===== config.mk =====
export PLATFORM = sky130hd
export DESIGN_NAME = stream_unpacker
export DESIGN_NICKNAME = d
export VERILOG_FILES = /design/src/rtl/stream_unpacker.sv
export SDC_FILE = /design/constraint.sdc
export NUM_CORES = 1
export LEC_CHECK = 0
export CAP_MARGIN = 10
export CORE_ASPECT_RATIO = 0.75
export CORE_MARGIN = 1.5
export CORE_UTILIZATION = 48
export DETAILED_ROUTE_END_ITERATION = 10
export PLACE_DENSITY = 0.79
export SYNTH_ARGS = -nofsm -noshare
export SYNTH_HDL_FRONTEND = slang
export SYNTH_SLANG_ARGS = --single-unit

===== constraint.sdc =====
create_clock -name aclk -period 2.9 [get_ports aclk]
set_input_delay 0.58 -clock aclk [delete_from_list [all_inputs] [get_ports aclk]]
set_output_delay 0.58 -clock aclk [all_outputs]
set_load 0.01 [all_outputs]

===== src/rtl/stream_unpacker.sv =====
// Framed AXI4-Stream unpacker: parses a header word (tid/tdest/tuser/length/magic)
// and re-emits the following data words as one AXI4-Stream frame with TKEEP/TLAST.
module stream_unpacker #(
    parameter int         TDATA_BYTES = 8,
    parameter int         TID_WIDTH   = 4,
    parameter int         TDEST_WIDTH = 1,
    parameter int         TUSER_WIDTH = 1,
    parameter int         MAX_BEATS   = 256,
    parameter logic [7:0] MAGIC       = 8'hA5
) (
    input  logic                     aclk,
    input  logic                     aresetn,
    input  logic                     target_tvalid,
    output logic                     target_tready,
    input  logic [8*TDATA_BYTES-1:0] target_tdata,
    output logic                     initiator_tvalid,
    input  logic                     initiator_tready,
    output logic [8*TDATA_BYTES-1:0] initiator_tdata,
    output logic [TDATA_BYTES-1:0]   initiator_tkeep,
    output logic [TID_WIDTH-1:0]     initiator_tid,
    output logic [TDEST_WIDTH-1:0]   initiator_tdest,
    output logic [TUSER_WIDTH-1:0]   initiator_tuser,
    output logic                     initiator_tlast,
    output logic                     hdr_err,
    output logic                     len_err,
    output logic [31:0]              frame_cnt,
    output logic [15:0]              err_cnt
);
    localparam int          DW          = 8 * TDATA_BYTES;
    localparam logic [16:0] MAX_BEATS_W = 17'(MAX_BEATS);

    typedef enum logic [1:0] {HDR, DATA, DROP} state_t;

    state_t                   state_reg, state_next;
    logic [15:0]              remaining_reg, remaining_next;
    logic [7:0]               last_bytes_reg, last_bytes_next;
    logic [TID_WIDTH-1:0]     hdr_tid_reg, hdr_tid_next;
    logic [TDEST_WIDTH-1:0]   hdr_tdest_reg, hdr_tdest_next;
    logic [TUSER_WIDTH-1:0]   hdr_tuser_reg, hdr_tuser_next;

    logic                     tvalid_reg, tvalid_next;
    logic [DW-1:0]            tdata_reg, tdata_next;
    logic [TDATA_BYTES-1:0]   tkeep_reg, tkeep_next;
    logic [TID_WIDTH-1:0]     tid_reg, tid_next;
    logic [TDEST_WIDTH-1:0]   tdest_reg, tdest_next;
    logic [TUSER_WIDTH-1:0]   tuser_reg, tuser_next;
    logic                     tlast_reg, tlast_next;

    logic                     hdr_err_reg, hdr_err_next;
    logic                     len_err_reg, len_err_next;
    logic [31:0]              frame_cnt_reg, frame_cnt_next;
    logic [15:0]              err_cnt_reg, err_cnt_next;

    logic                     accept;
    logic [15:0]              word_beat_cnt;
    logic [TDATA_BYTES-1:0]   last_keep;

    assign word_beat_cnt = target_tdata[31:16];
    assign target_tready = (state_reg != DATA) || !tvalid_reg || initiator_tready;
    assign accept        = target_tvalid && target_tready;

    // Byte gi is kept on the last beat when gi <= last_bytes; large values saturate to all ones.
    genvar gi;
    generate
        for (gi = 0; gi < TDATA_BYTES; gi++) begin : g_last_keep
            assign last_keep[gi] = (32'(last_bytes_reg) >= 32'(gi));
        end
    endgenerate

    always_comb begin
        state_next      = state_reg;
        remaining_next  = remaining_reg;
        last_bytes_next = last_bytes_reg;
        hdr_tid_next    = hdr_tid_reg;
        hdr_tdest_next  = hdr_tdest_reg;
        hdr_tuser_next  = hdr_tuser_reg;
        tvalid_next     = tvalid_reg && !initiator_tready;
        tdata_next      = tdata_reg;
        tkeep_next      = tkeep_reg;
        tid_next        = tid_reg;
        tdest_next      = tdest_reg;
        tuser_next      = tuser_reg;
        tlast_next      = tlast_reg;
        hdr_err_next    = 1'b0;
        len_err_next    = 1'b0;
        frame_cnt_next  = frame_cnt_reg;
        err_cnt_next    = err_cnt_reg;

        case (state_reg)
            HDR: begin
                if (accept) begin
                    if (target_tdata[63:56] != MAGIC) begin
                        hdr_err_next = 1'b1;
                    end else if (({1'b0, word_beat_cnt} + 17'd1) > MAX_BEATS_W) begin
                        len_err_next   = 1'b1;
                        remaining_next = word_beat_cnt;
                        state_next     = DROP;
                    end else begin
                        hdr_tid_next    = target_tdata[TID_WIDTH-1:0];
                        hdr_tdest_next  = target_tdata[8 +: TDEST_WIDTH];
                        hdr_tuser_next  = target_tdata[40 +: TUSER_WIDTH];
                        last_bytes_next = target_tdata[39:32];
                        remaining_next  = word_beat_cnt;
                        state_next      = DATA;
                    end
                end
            end
            DATA: begin
                if (accept) begin
                    tvalid_next    = 1'b1;
                    tdata_next     = target_tdata;
                    tid_next       = hdr_tid_reg;
                    tdest_next     = hdr_tdest_reg;
                    tuser_next     = hdr_tuser_reg;
                    remaining_next = remaining_reg - 16'd1;
                    if (remaining_reg == 16'd0) begin
                        tlast_next     = 1'b1;
                        tkeep_next     = last_keep;
                        state_next     = HDR;
                        frame_cnt_next = frame_cnt_reg + 32'd1;
                    end else begin
                        tlast_next = 1'b0;
                        tkeep_next = '1;
                    end
                end
            end
            DROP: begin
                if (accept) begin
                    remaining_next = remaining_reg - 16'd1;
                    if (remaining_reg == 16'd0) begin
                        state_next = HDR;
                    end
                end
            end
            default: state_next = HDR;
        endcase

        if ((hdr_err_next || len_err_next) && (err_cnt_reg != 16'hFFFF)) begin
            err_cnt_next = err_cnt_reg + 16'd1;
        end
    end

    always_ff @(posedge aclk or negedge aresetn) begin
        if (!aresetn) begin
            state_reg      <= HDR;
            remaining_reg  <= '0;
            last_bytes_reg <= '0;
            hdr_tid_reg    <= '0;
            hdr_tdest_reg  <= '0;
            hdr_tuser_reg  <= '0;
            tvalid_reg     <= 1'b0;
            tdata_reg      <= '0;
            tkeep_reg      <= '0;
            tid_reg        <= '0;
            tdest_reg      <= '0;
            tuser_reg      <= '0;
            tlast_reg      <= 1'b0;
            hdr_err_reg    <= 1'b0;
            len_err_reg    <= 1'b0;
            frame_cnt_reg  <= '0;
            err_cnt_reg    <= '0;
        end else begin
            state_reg      <= state_next;
            remaining_reg  <= remaining_next;
            last_bytes_reg <= last_bytes_next;
            hdr_tid_reg    <= hdr_tid_next;
            hdr_tdest_reg  <= hdr_tdest_next;
            hdr_tuser_reg  <= hdr_tuser_next;
            tvalid_reg     <= tvalid_next;
            tdata_reg      <= tdata_next;
            tkeep_reg      <= tkeep_next;
            tid_reg        <= tid_next;
            tdest_reg      <= tdest_next;
            tuser_reg      <= tuser_next;
            tlast_reg      <= tlast_next;
            hdr_err_reg    <= hdr_err_next;
            len_err_reg    <= len_err_next;
            frame_cnt_reg  <= frame_cnt_next;
            err_cnt_reg    <= err_cnt_next;
        end
    end

    assign initiator_tvalid = tvalid_reg;
    assign initiator_tdata  = tdata_reg;
    assign initiator_tkeep  = tkeep_reg;
    assign initiator_tid    = tid_reg;
    assign initiator_tdest  = tdest_reg;
    assign initiator_tuser  = tuser_reg;
    assign initiator_tlast  = tlast_reg;
    assign hdr_err          = hdr_err_reg;
    assign len_err          = len_err_reg;
    assign frame_cnt        = frame_cnt_reg;
    assign err_cnt          = err_cnt_reg;

endmodule


==> results.cfg <==
[outcome]
status = finished clean

[clock_tree]
post_cts_buffers = 0
hold_buffers = 0
clockBufferDepth = 2
cts_num_sinks = 162
insertion_delay_ps = 430
cts_buffers = 17
tritoncts = yes
cts_root_buf = clkbuf_16
cts_resized = 0
clkSlewWorstSetupHoldPaths_ps = 70
htree_levels = 4

[grt]
gr-total-overflow = 0
grt_pass1_vias = 5720
grt_use_total_pct = 24.32
grt_pass1_wl_um = 29590
grt_max_degree = 66
antenna_found_initial = 0

[floorplanning]
start_util_pct = 49.35
fp.coreArea_um2 = 14550
num_io_pins = 199
die_area_um2 = 15710
die_h_um = 108.9
die_width_um = 144.2
num_rows = 38

[yosys]
netlist_area_um2 = 7179
synth_top_cell_by_area = dfrtp_1
synthXorXnorAreaFrac_pct = 5.490
synthArstFlopShare_pct = 100.0
synthFlopType = dfrtp_1
synth_area_per_cell_um2 = 9.741
synth_cell_types = 56
synth_edf_count = 0
synth_top_area_share_pct = 56.47
synth_compound_area_share_pct = 5.281
ys_ff_latch = 162
synthCells = 737
synthSimpleGateAreaFrac_pct = 26.42
synthAdderAreaFrac_pct = 0.8714
yosys-top-cells-area = dfrtp_1, nand2_1, xnor2_1
synth_top_family_by_area = simple AND/OR/NAND/NOR gates
synth_mux_area_share_pct = 3.242
yosysSeqAreaShare_pct = 56.47
yosys_warnings = 0
synth_nets = 810

[sta]
drv_slew = 0
finalHoldViolCount = 0
relSlewSlack_pct = 53.85
tns_ps = 0
setup_violations = 0
clock.fmax_ghz = 0.3981
period_needed_ps = 2512
worst_clock_skew_ps = 17.05
rsz0062_at_grt = false
fin_crit_sh_pct = 86.62
fin_hold_ws_ps = 148.6
tightest_slew_ps = 692.2

[routing]
firstDrtPassIters = 5
drtIter0Drc = 393
drtAntennaViolNets = 0
viasPerCell = 5.168
drt-total-wl_um = 18250
route.vias.total = 6016
wire_per_inst_um = 15.68
drcViolationCount = 0

[worst_setup_path]
crit_chain = inv_1 -> ha_1 -> or3b_1 -> nor4_4 -> nand4_4 -> nor2_1 -> and3_1 -> xor2_1
worst_path_largest_cell_delay_ps = 530
start_kind = register
worstPathArrival_ps = 2860
cp_max_fo = 6
cp_top_family = simple AND/OR/NAND/NOR gates
cp.buffers_inverters = 1
end_kind = register
r2r_slack_ps = 390
cp_slowest_cell = or3b_1
cp.required_ps = 3240
setup.worst_path.start = remaining_reg[0]$_DFFE_PN0P_
rr_startpoint = remaining_reg[0]$_DFFE_PN0P_
crit_type = reg -> reg

[flow_run]
max-cap-violations = 0

[power_and_ir_drop]
p_leak_nw = 4.825
irDropWorstVdd_mv = 0.4779
power_density_nw_per_um2 = 527.9

[placed_design]
place_congestion = 0.8149
port_buffers = 198
hpwl_um = 12820

[cells_and_area]
nNetsFinal = 1024
diodes = 0
final_common_cell = nand2_1
area_growth_pct = 41.06
drive_gt1_share_pct = 10.27
final_util_pct = 69.61
largest_reg_flops = 64
final_cell_mix = nand2_1, clkdlybuf4s50_1, dfrtp_1
nFillCells = 1127

[hold_path]
worstHoldPathType = in -> async
## worst reg2reg max path, delay by kind of cell (launching register included)
family / cells / cell delay [ps]
xor+xnor: 1 / 140
fa+ha+maj: 1 / 180
simple gates: 5 / 1650
flops: 1 / 370
buf+inv: 1 / 100
## per-layer routing
metal | up-vias | track usage [%] | part of all wire [%] | routed length [µm]
met4 | 0 | 5.988 | 0.76 | 138
met5 | - | 0 | 0 | 0
met3 | 16 | 5.753 | 6.5 | 1185
li1 | 2892 | - | - | -
met1 | 2885 | 34.91 | 48 | 8758
met2 | 223 | 37.46 | 45 | 8170
## path summary, 6_finish.rpt
check	end	cells after the start
max in group asynchronous	hdr_err$_DFF_PN0_	2
min	frame_cnt[12]$_DFFE_PN0P_	1
min reg2reg	initiator_tid[3]$_DFFE_PN0P_	2
max reg2reg	frame_cnt[14]$_DFFE_PN0P_	8
max	frame_cnt[14]$_DFFE_PN0P_	8
min in group aclk	initiator_tid[3]$_DFFE_PN0P_	2
## cells in the mapped netlist, drive strengths merged (3+ instances only)
cell type	n
nor3	11
o22ai	5
or4	3
o21ai	12
nand2	248
nor2	39
buf	3
and2	7
nand4	14
nand3b	3
xor2	11
or3	5
inv	13
or2	3
clkbuf	24
a21oi	27
dfrtp	162
mux2	18
o22a	3
xnor2	34
nor4	4
and4	6
and3	17
o211ai	3
mux2i	3
nand3	29
ha	5
nand2b	6
## kinds of logic after synthesis
| family | after synthesis |
|---|---|
| simple gates | 401 |
| buf+inv | 40 |
| fa+ha+maj | 5 |
| mux | 21 |
| flops | 162 |
| xor+xnor | 45 |
| compound gates | 63 |
## stage by stage
step                area, µm²  cells  setup slack (ps)  power, mW
finish                  10130   1164             388.1      5.347
global route            10130   1164             202.7      5.547
CTS                     10130   1164             384.4      5.393
detailed placement       9508   1132             122.5      3.026
global placement         9508   1132             199.5      3.019
floorplan                7179    737             624.1      2.699
## final cells by class
cell class	instances	area, µm²	area share [%]
flip-flops and latches	162	4054	40.03
well taps	200	250.2	2.471
repair buffers	222	2176	21.49
inverters	13	48.80	0.4818
clock inverters	15	193.9	1.915
clock buffers	17	425.4	4.201
multi-input cells	535	2979	29.42
## power breakdown
part,internal [mW],switching (mW)
Sequential,2.34,0.105
Combinational,0.291,0.253
Clock,1.38,0.972
Note: power is estimated with default switching activity, not from simulation.
